[config.mk]
export PLATFORM = sky130hd
export DESIGN_NAME = conv_col_feeder_flat
export DESIGN_NICKNAME = d
export VERILOG_FILES = /design/src/rtl/conv_col_feeder_if.sv /design/src/rtl/conv_col_feeder.sv /design/src/flat_wrapper.sv
export SDC_FILE = /design/constraint.sdc
export NUM_CORES = 1
export LEC_CHECK = 0
export BUFFER_PORTS_ARGS = -buffer_cell sky130_fd_sc_hd__buf_2
export CAP_MARGIN = 20
export CORE_MARGIN = 2
export CORE_UTILIZATION = 55
export DETAILED_ROUTE_END_ITERATION = 7
export PLACE_DENSITY = 0.79
export SLEW_MARGIN = 0
export SYNTH_ARGS = -nofsm -noshare
export SYNTH_HDL_FRONTEND = slang
export SYNTH_SLANG_ARGS = --single-unit
export TNS_END_PERCENT = 30
[constraint.sdc]
create_clock -name clk -period 8.8 [get_ports clk]
set_clock_uncertainty 0.2 [all_clocks]
set_input_delay 1.32 -clock clk [delete_from_list [all_inputs] [get_ports clk]]
set_output_delay 1.32 -clock clk [all_outputs]
set_load 0.005 [all_outputs]
[src/rtl/conv_col_feeder_if.sv]
// Feeder-side bus for conv_col_feeder: sample memory read port plus the
// shift-register column feed and the window valid/ready handshake.
interface conv_col_feeder_if #(
    parameter int ADDR_W = 8
);
    logic              mem_rd_en;
    logic [ADDR_W-1:0] mem_addr;
    logic [15:0]       mem_rdata;
    logic              shift_en;
    logic [15:0]       col_out;
    logic              sample_valid;
    logic              sample_ready;
    logic [4:0]        win_row;
    logic [4:0]        win_col;

    modport master (
        output mem_rd_en,
        output mem_addr,
        input  mem_rdata,
        output shift_en,
        output col_out,
        output sample_valid,
        input  sample_ready,
        output win_row,
        output win_col
    );

    modport slave (
        input  mem_rd_en,
        input  mem_addr,
        output mem_rdata,
        input  shift_en,
        input  col_out,
        input  sample_valid,
        output sample_ready,
        input  win_row,
        input  win_col
    );
endinterface

[src/rtl/conv_col_feeder.sv]
// Raster-walks a 3-row window over a 4-bit image, feeding packed columns into the
// sample shift register. Optional window counter: define CONV_COL_FEEDER_CNT_EN.
module conv_col_feeder #(
    parameter int ADDR_W = 8
) (
    input  logic              clk,
    input  logic              n_rst,
    input  logic              start,
    input  logic [4:0]        img_width,
    input  logic [4:0]        img_height,
    input  logic [ADDR_W-1:0] base_addr,
    output logic              busy,
    output logic              done,
`ifdef CONV_COL_FEEDER_CNT_EN
    output logic [15:0]       sample_count,
`endif
    conv_col_feeder_if.master bus
);

    localparam logic [2:0] IDLE  = 3'd0;
    localparam logic [2:0] RD0   = 3'd1;
    localparam logic [2:0] RD1   = 3'd2;
    localparam logic [2:0] RD2   = 3'd3;
    localparam logic [2:0] CAP   = 3'd4;
    localparam logic [2:0] SHIFT = 3'd5;
    localparam logic [2:0] HOLD  = 3'd6;
    localparam logic [2:0] DONE  = 3'd7;

    // Address math is carried wide enough for row*width before wrapping to ADDR_W.
    localparam int AW = (ADDR_W > 10) ? ADDR_W : 10;

    logic [2:0]        state_reg, state_next;
    logic [4:0]        row_reg, row_next;
    logic [4:0]        col_reg, col_next;
    logic [4:0]        width_reg, width_next;
    logic [4:0]        height_reg, height_next;
    logic [ADDR_W-1:0] base_reg, base_next;
    logic [3:0]        pix0_reg, pix0_next;
    logic [3:0]        pix1_reg, pix1_next;
    logic [15:0]       col_word_reg, col_word_next;
    logic [4:0]        win_row_reg, win_row_next;
    logic [4:0]        win_col_reg, win_col_next;

    logic              dims_legal;
    logic [2:0]        adv_state;
    logic [4:0]        adv_row;
    logic [4:0]        adv_col;
    logic [4:0]        rd_row;
    logic [AW-1:0]     addr_full;
    logic              rd_active;
    logic              handshake;

    assign dims_legal = (img_width  >= 5'd3) && (img_width  <= 5'd16) &&
                        (img_height >= 5'd3) && (img_height <= 5'd16);

    assign rd_active = (state_reg == RD0) || (state_reg == RD1) || (state_reg == RD2);
    assign handshake = (state_reg == HOLD) && bus.sample_ready;

    // Step to the next column, then the next band, then finish the frame.
    always_comb begin
        adv_state = DONE;
        adv_row   = row_reg;
        adv_col   = col_reg;
        if (col_reg < width_reg - 5'd1) begin
            adv_col   = col_reg + 5'd1;
            adv_state = RD0;
        end else if (row_reg < height_reg - 5'd3) begin
            adv_row   = row_reg + 5'd1;
            adv_col   = 5'd0;
            adv_state = RD0;
        end
    end

    always_comb begin
        rd_row = row_reg;
        case (state_reg)
            RD1:     rd_row = row_reg + 5'd1;
            RD2:     rd_row = row_reg + 5'd2;
            default: rd_row = row_reg;
        endcase
    end

    assign addr_full = AW'(base_reg) + AW'(rd_row) * AW'(width_reg) + AW'(col_reg);

    always_comb begin
        state_next    = state_reg;
        row_next      = row_reg;
        col_next      = col_reg;
        width_next    = width_reg;
        height_next   = height_reg;
        base_next     = base_reg;
        pix0_next     = pix0_reg;
        pix1_next     = pix1_reg;
        col_word_next = col_word_reg;
        win_row_next  = win_row_reg;
        win_col_next  = win_col_reg;

        case (state_reg)
            IDLE: begin
                if (start) begin
                    if (dims_legal) begin
                        width_next  = img_width;
                        height_next = img_height;
                        base_next   = base_addr;
                        row_next    = 5'd0;
                        col_next    = 5'd0;
                        state_next  = RD0;
                    end else begin
                        state_next  = DONE;
                    end
                end
            end
            RD0: state_next = RD1;
            RD1: begin
                pix0_next  = bus.mem_rdata[3:0];
                state_next = RD2;
            end
            RD2: begin
                pix1_next  = bus.mem_rdata[3:0];
                state_next = CAP;
            end
            CAP: begin
                col_word_next = {4'h0, bus.mem_rdata[3:0], pix1_reg, pix0_reg};
                state_next    = SHIFT;
            end
            SHIFT: begin
                // The third column of a band completes the first window of that band.
                if (col_reg >= 5'd2) begin
                    win_row_next = row_reg;
                    win_col_next = col_reg - 5'd2;
                    state_next   = HOLD;
                end else begin
                    row_next   = adv_row;
                    col_next   = adv_col;
                    state_next = adv_state;
                end
            end
            HOLD: begin
                if (bus.sample_ready) begin
                    row_next   = adv_row;
                    col_next   = adv_col;
                    state_next = adv_state;
                end
            end
            DONE:    state_next = IDLE;
            default: state_next = IDLE;
        endcase
    end

    always_ff @(posedge clk or negedge n_rst) begin
        if (!n_rst) begin
            state_reg    <= IDLE;
            row_reg      <= 5'd0;
            col_reg      <= 5'd0;
            width_reg    <= 5'd0;
            height_reg   <= 5'd0;
            base_reg     <= '0;
            pix0_reg     <= 4'd0;
            pix1_reg     <= 4'd0;
            col_word_reg <= 16'd0;
            win_row_reg  <= 5'd0;
            win_col_reg  <= 5'd0;
        end else begin
            state_reg    <= state_next;
            row_reg      <= row_next;
            col_reg      <= col_next;
            width_reg    <= width_next;
            height_reg   <= height_next;
            base_reg     <= base_next;
            pix0_reg     <= pix0_next;
            pix1_reg     <= pix1_next;
            col_word_reg <= col_word_next;
            win_row_reg  <= win_row_next;
            win_col_reg  <= win_col_next;
        end
    end

`ifdef CONV_COL_FEEDER_CNT_EN
    logic [15:0] sample_count_reg;

    always_ff @(posedge clk or negedge n_rst) begin
        if (!n_rst) begin
            sample_count_reg <= 16'd0;
        end else if ((state_reg == IDLE) && start && dims_legal) begin
            sample_count_reg <= 16'd0;
        end else if (handshake) begin
            sample_count_reg <= sample_count_reg + 16'd1;
        end
    end

    assign sample_count = sample_count_reg;
`endif

    assign bus.mem_rd_en    = rd_active;
    assign bus.mem_addr     = rd_active ? addr_full[ADDR_W-1:0] : '0;
    assign bus.shift_en     = (state_reg == SHIFT);
    assign bus.col_out      = col_word_reg;
    assign bus.sample_valid = (state_reg == HOLD);
    assign bus.win_row      = win_row_reg;
    assign bus.win_col      = win_col_reg;

    assign busy = (state_reg != IDLE);
    assign done = (state_reg == DONE);

endmodule

[src/flat_wrapper.sv]
// flat-port wrapper written by rule: the top's interface ports become plain ports
module conv_col_feeder_flat 
#(
    parameter int ADDR_W = 8
)
  (clk, n_rst, start, img_width, img_height, base_addr, busy, done, bus_mem_rd_en, bus_mem_addr, bus_mem_rdata, bus_shift_en, bus_col_out, bus_sample_valid, bus_sample_ready, bus_win_row, bus_win_col);
  conv_col_feeder_if #(.ADDR_W(ADDR_W)) bus_i ();
  input  logic clk;
  input  logic n_rst;
  input  logic start;
  input  logic [4:0] img_width;
  input  logic [4:0] img_height;
  input  logic [ADDR_W-1:0] base_addr;
  output logic busy;
  output logic done;
  output wire logic [$bits(bus_i.mem_rd_en)-1:0] bus_mem_rd_en;
  output wire logic [$bits(bus_i.mem_addr)-1:0] bus_mem_addr;
  input wire logic [$bits(bus_i.mem_rdata)-1:0] bus_mem_rdata;
  output wire logic [$bits(bus_i.shift_en)-1:0] bus_shift_en;
  output wire logic [$bits(bus_i.col_out)-1:0] bus_col_out;
  output wire logic [$bits(bus_i.sample_valid)-1:0] bus_sample_valid;
  input wire logic [$bits(bus_i.sample_ready)-1:0] bus_sample_ready;
  output wire logic [$bits(bus_i.win_row)-1:0] bus_win_row;
  output wire logic [$bits(bus_i.win_col)-1:0] bus_win_col;
  assign bus_mem_rd_en = bus_i.mem_rd_en;
  assign bus_mem_addr = bus_i.mem_addr;
  assign bus_i.mem_rdata = bus_mem_rdata;
  assign bus_shift_en = bus_i.shift_en;
  assign bus_col_out = bus_i.col_out;
  assign bus_sample_valid = bus_i.sample_valid;
  assign bus_i.sample_ready = bus_sample_ready;
  assign bus_win_row = bus_i.win_row;
  assign bus_win_col = bus_i.win_col;
  conv_col_feeder #(.ADDR_W(ADDR_W)) u_core (.clk(clk), .n_rst(n_rst), .start(start), .img_width(img_width), .img_height(img_height), .base_addr(base_addr), .busy(busy), .done(done), .bus(bus_i));
endmodule
==> flow_metrics.tcl <==
set metrics [dict create \
    antenna_found_initial 0 \
    number_of_buffers_added_to_fix_hold_violations_after_cts 0 \
    insertedDiodeCount 0 \
    timing.critical_path.fanout_max 17 \
    worstPathCellList "nand2b_1 -> nor2_1 -> xnor2_1 -> nand2b_1 -> fa_1 -> fa_1 -> inv_1 -> fa_1 -> inv_1 -> fa_1 -> inv_1 -> ha_1 -> a21oi_1 -> o21bai_1 -> a21oi_1 -> nor2_1 -> mux2_1 -> buf_2" \
    slew-limit-headroom_pct 42.9 \
    ctsResizeCount 0 \
    hold_viol 0 \
    cts_made_buffers 9 \
    final_cell_mix "nand2_1, dfrtp_1, buf_2" \
    drt_first_iter_violations 150 \
    cp_slowest_stage_delay_ps 540 \
    worstSetupPathType "flop to output pin" \
    finalCritPeriodShare_pct 80.9 \
    grt_first_pass_wirelength_um 14000 \
    post-route-worst-setup-slack_ps 1680 \
    final.fill_count 643 \
    slowest_stage "fa_1" \
    synth_cell_types 53 \
    layout-drive-gt1-share_pct 20.7 \
    die_height_um 90.8 \
    tritoncts "yes" \
    die_width_um 90.8 \
    syn_inst 437 \
    post_synth_instance_area_sq_um 4140 \
    grt_start_max_net_pins 62 \
    postSynthAreaPerCell_sq_um 9.48 \
    arrival_ps 5600 \
    clock_insertion_delay_worst_skew_ps 350 \
    grt_util_overall_pct 21.0 \
    timing.critical_path.mode_cell "fa_1" \
    gp_congestion 0.835 \
    vias_in_the_first_global_route 3103 \
    grt_total_ovfl 0 \
    drt_pre_antenna_iters 4 \
    rsz0062_at_grt "false" \
    routed-via-count 3146 \
    placement.io_buffers 60 \
    timing.critical_path.to_type "output pin" \
    start_util_pct 56.8 \
    routed_wirelength_um 8040 \
    setup_tns_ps 0 \
    synth-seq-area-share_pct 36.8 \
    post-cts-setup-buffers 0 \
    nature_of_the_critical_path_startpoint "flop" \
    hold_path_class "flop to flop" \
    setup_viol 0 \
    ctsLongestPathBuffers 2 \
    boundaryPins 77 \
    status "finished, final reports clean" \
    synth-warning-count 0 \
    finalNetCount 583 \
    rows 31 \
    critPathRequiredTime_ps 7280 \
    dp_hpwl_um 6170 \
    avgRoutedWirePerCell_um 13.5 \
    final-max-slew-violation-count 0 \
    cts_num_sinks 61 \
    die_outline_area_sq_um 8240 \
    placeableCoreArea_sq_um 7290 \
    max_slew.worst_pin.slew_ps 857 \
    max_freq_mhz 140 \
    power_density_nw_per_um2 327 \
    worst_setup_hold_path_clk_slew_ps 70 \
    worst_ir_drop_vdd_v 0.000178 \
    final_antenna_net_count 0 \
    drt-vias-per-instance 5.27 \
    post-route-drc-count 0 \
    number_of_h_tree_levels 3 \
    largest_register_ff_count 12 \
    synth-main-ff-cell "dfrtp_1" \
    r2r_slack_ps 5830 \
    area_growth_syn_to_layout_pct 13.0 \
    maxCapViolations 0 \
    static-leakage-power_uw 0.00239 \
    dp_slack_ps 2030 \
    synth-edff-count 0 \
    clockRootBuffer "clkbuf_8" \
    synthArstFlopShare_pct 100 \
    postSynthRegisterBits 61 \
    layout_commonest_cell "nand2_1" \
    finalCriticalPeriod_ps 7120 \
]
## cell usage after synthesis, types with 3 or more instances
master    instances  area, sq um
nor2_1           27          101
nor2b_1          11         68.8
xor2_1            4         35.0
a21o_1            3         22.5
mux2_2           20          225
buf_2             3         15.0
o21ai_0          17         85.1
dfrtp_1          61         1530
o21ai_1           5         25.0
and2_1           10         62.6
inv_1            36          135
nand2b_1          5         31.3
clkbuf_1         10         37.5
fa_1             18          360
nand2_1          82          308
buf_4             5         37.5
o22ai_1           3         18.8
xnor2_1          16          140
ha_1             33          413
a21oi_1          15         75.1
nor3_1            7         35.0
## stage by stage
stage	util [%]	total power, uW	hold WS [ps]	std cells	instance area [sq um]
after floorplan	-	1090	252	440	4160
after global placement	61.6	1280	256	581	4490
after detailed placement	61.6	1310	265	581	4490
after CTS	64.0	1540	281	596	4670
after global routing	64.2	1690	298	597	4680
final	64.2	1530	271	597	4680
## report_power, final
group	internal, uW	switching, uW	leakage (uW)
clock network	116	109	0.0000884
registers	397	118	0.000775
logic	385	407	0.00152
total	898	634	0.00239
## metal layers
layer | GRT usage, % | part of all wire, % | vias up
met3 | 5.26 | 4.5 | 13
met4 | 5.68 | 1.5 | 0
met5 | 0 | 0 | -
met1 | 26.4 | 45 | 1518
li1 | - | - | 1560
met2 | 36.2 | 49 | 55
## path summary, 6_finish.rpt
check / endpoint / from / cells after the start
min in group asynchronous: u_core.base_reg[5] / n_rst / 2
max reg2reg: u_core.row_reg[3] / u_core.state_reg[0] / 5
min: u_core.bus.win_col[4] / u_core.bus.win_col[4] / 2
min reg2reg: u_core.bus.win_col[4] / u_core.bus.win_col[4] / 2
max: bus_mem_addr[7] / u_core.state_reg[2] / 18
max in group asynchronous: u_core.row_reg[1] / n_rst / 2
## cells by family (layout without fill, tap and decap cells)
family | count (synthesis) | count (layout) | share of synthesized area [%]
mux | 23 | 23 | 6.19
compound gates | 63 | 63 | 9.84
fa+ha+maj | 51 | 51 | 18.7
simple gates | 161 | 161 | 18.0
xor+xnor | 21 | 21 | 4.77
buf+inv | 56 | 114 | 5.62
other cells | 1 | 4 | 0.0905
flops | 61 | 61 | 36.8
## final cells by class
| cell class | instances | area (sq um) | share of cell area (%) |
|---|---|---|---|
| Multi-Input combinational cell | 323 | 2400 | 51.2 |
| Sequential cell | 61 | 1530 | 32.6 |
| Timing Repair Buffer | 62 | 320 | 6.84 |
| Clock buffer | 12 | 155 | 3.31 |
| Inverter | 37 | 139 | 2.97 |
| Tap cell | 99 | 124 | 2.65 |
| Clock inverter | 3 | 21.3 | 0.454 |
## critical path: cells and delay by family (launching register included)
kind	cells	cell delay (ps)
fa+ha+maj	5	2370
simple gates	4	1070
flops	1	520
compound gates	3	470
buf+inv	4	270
mux	1	270
xor+xnor	1	260
(Power assumes the default switching activity.)
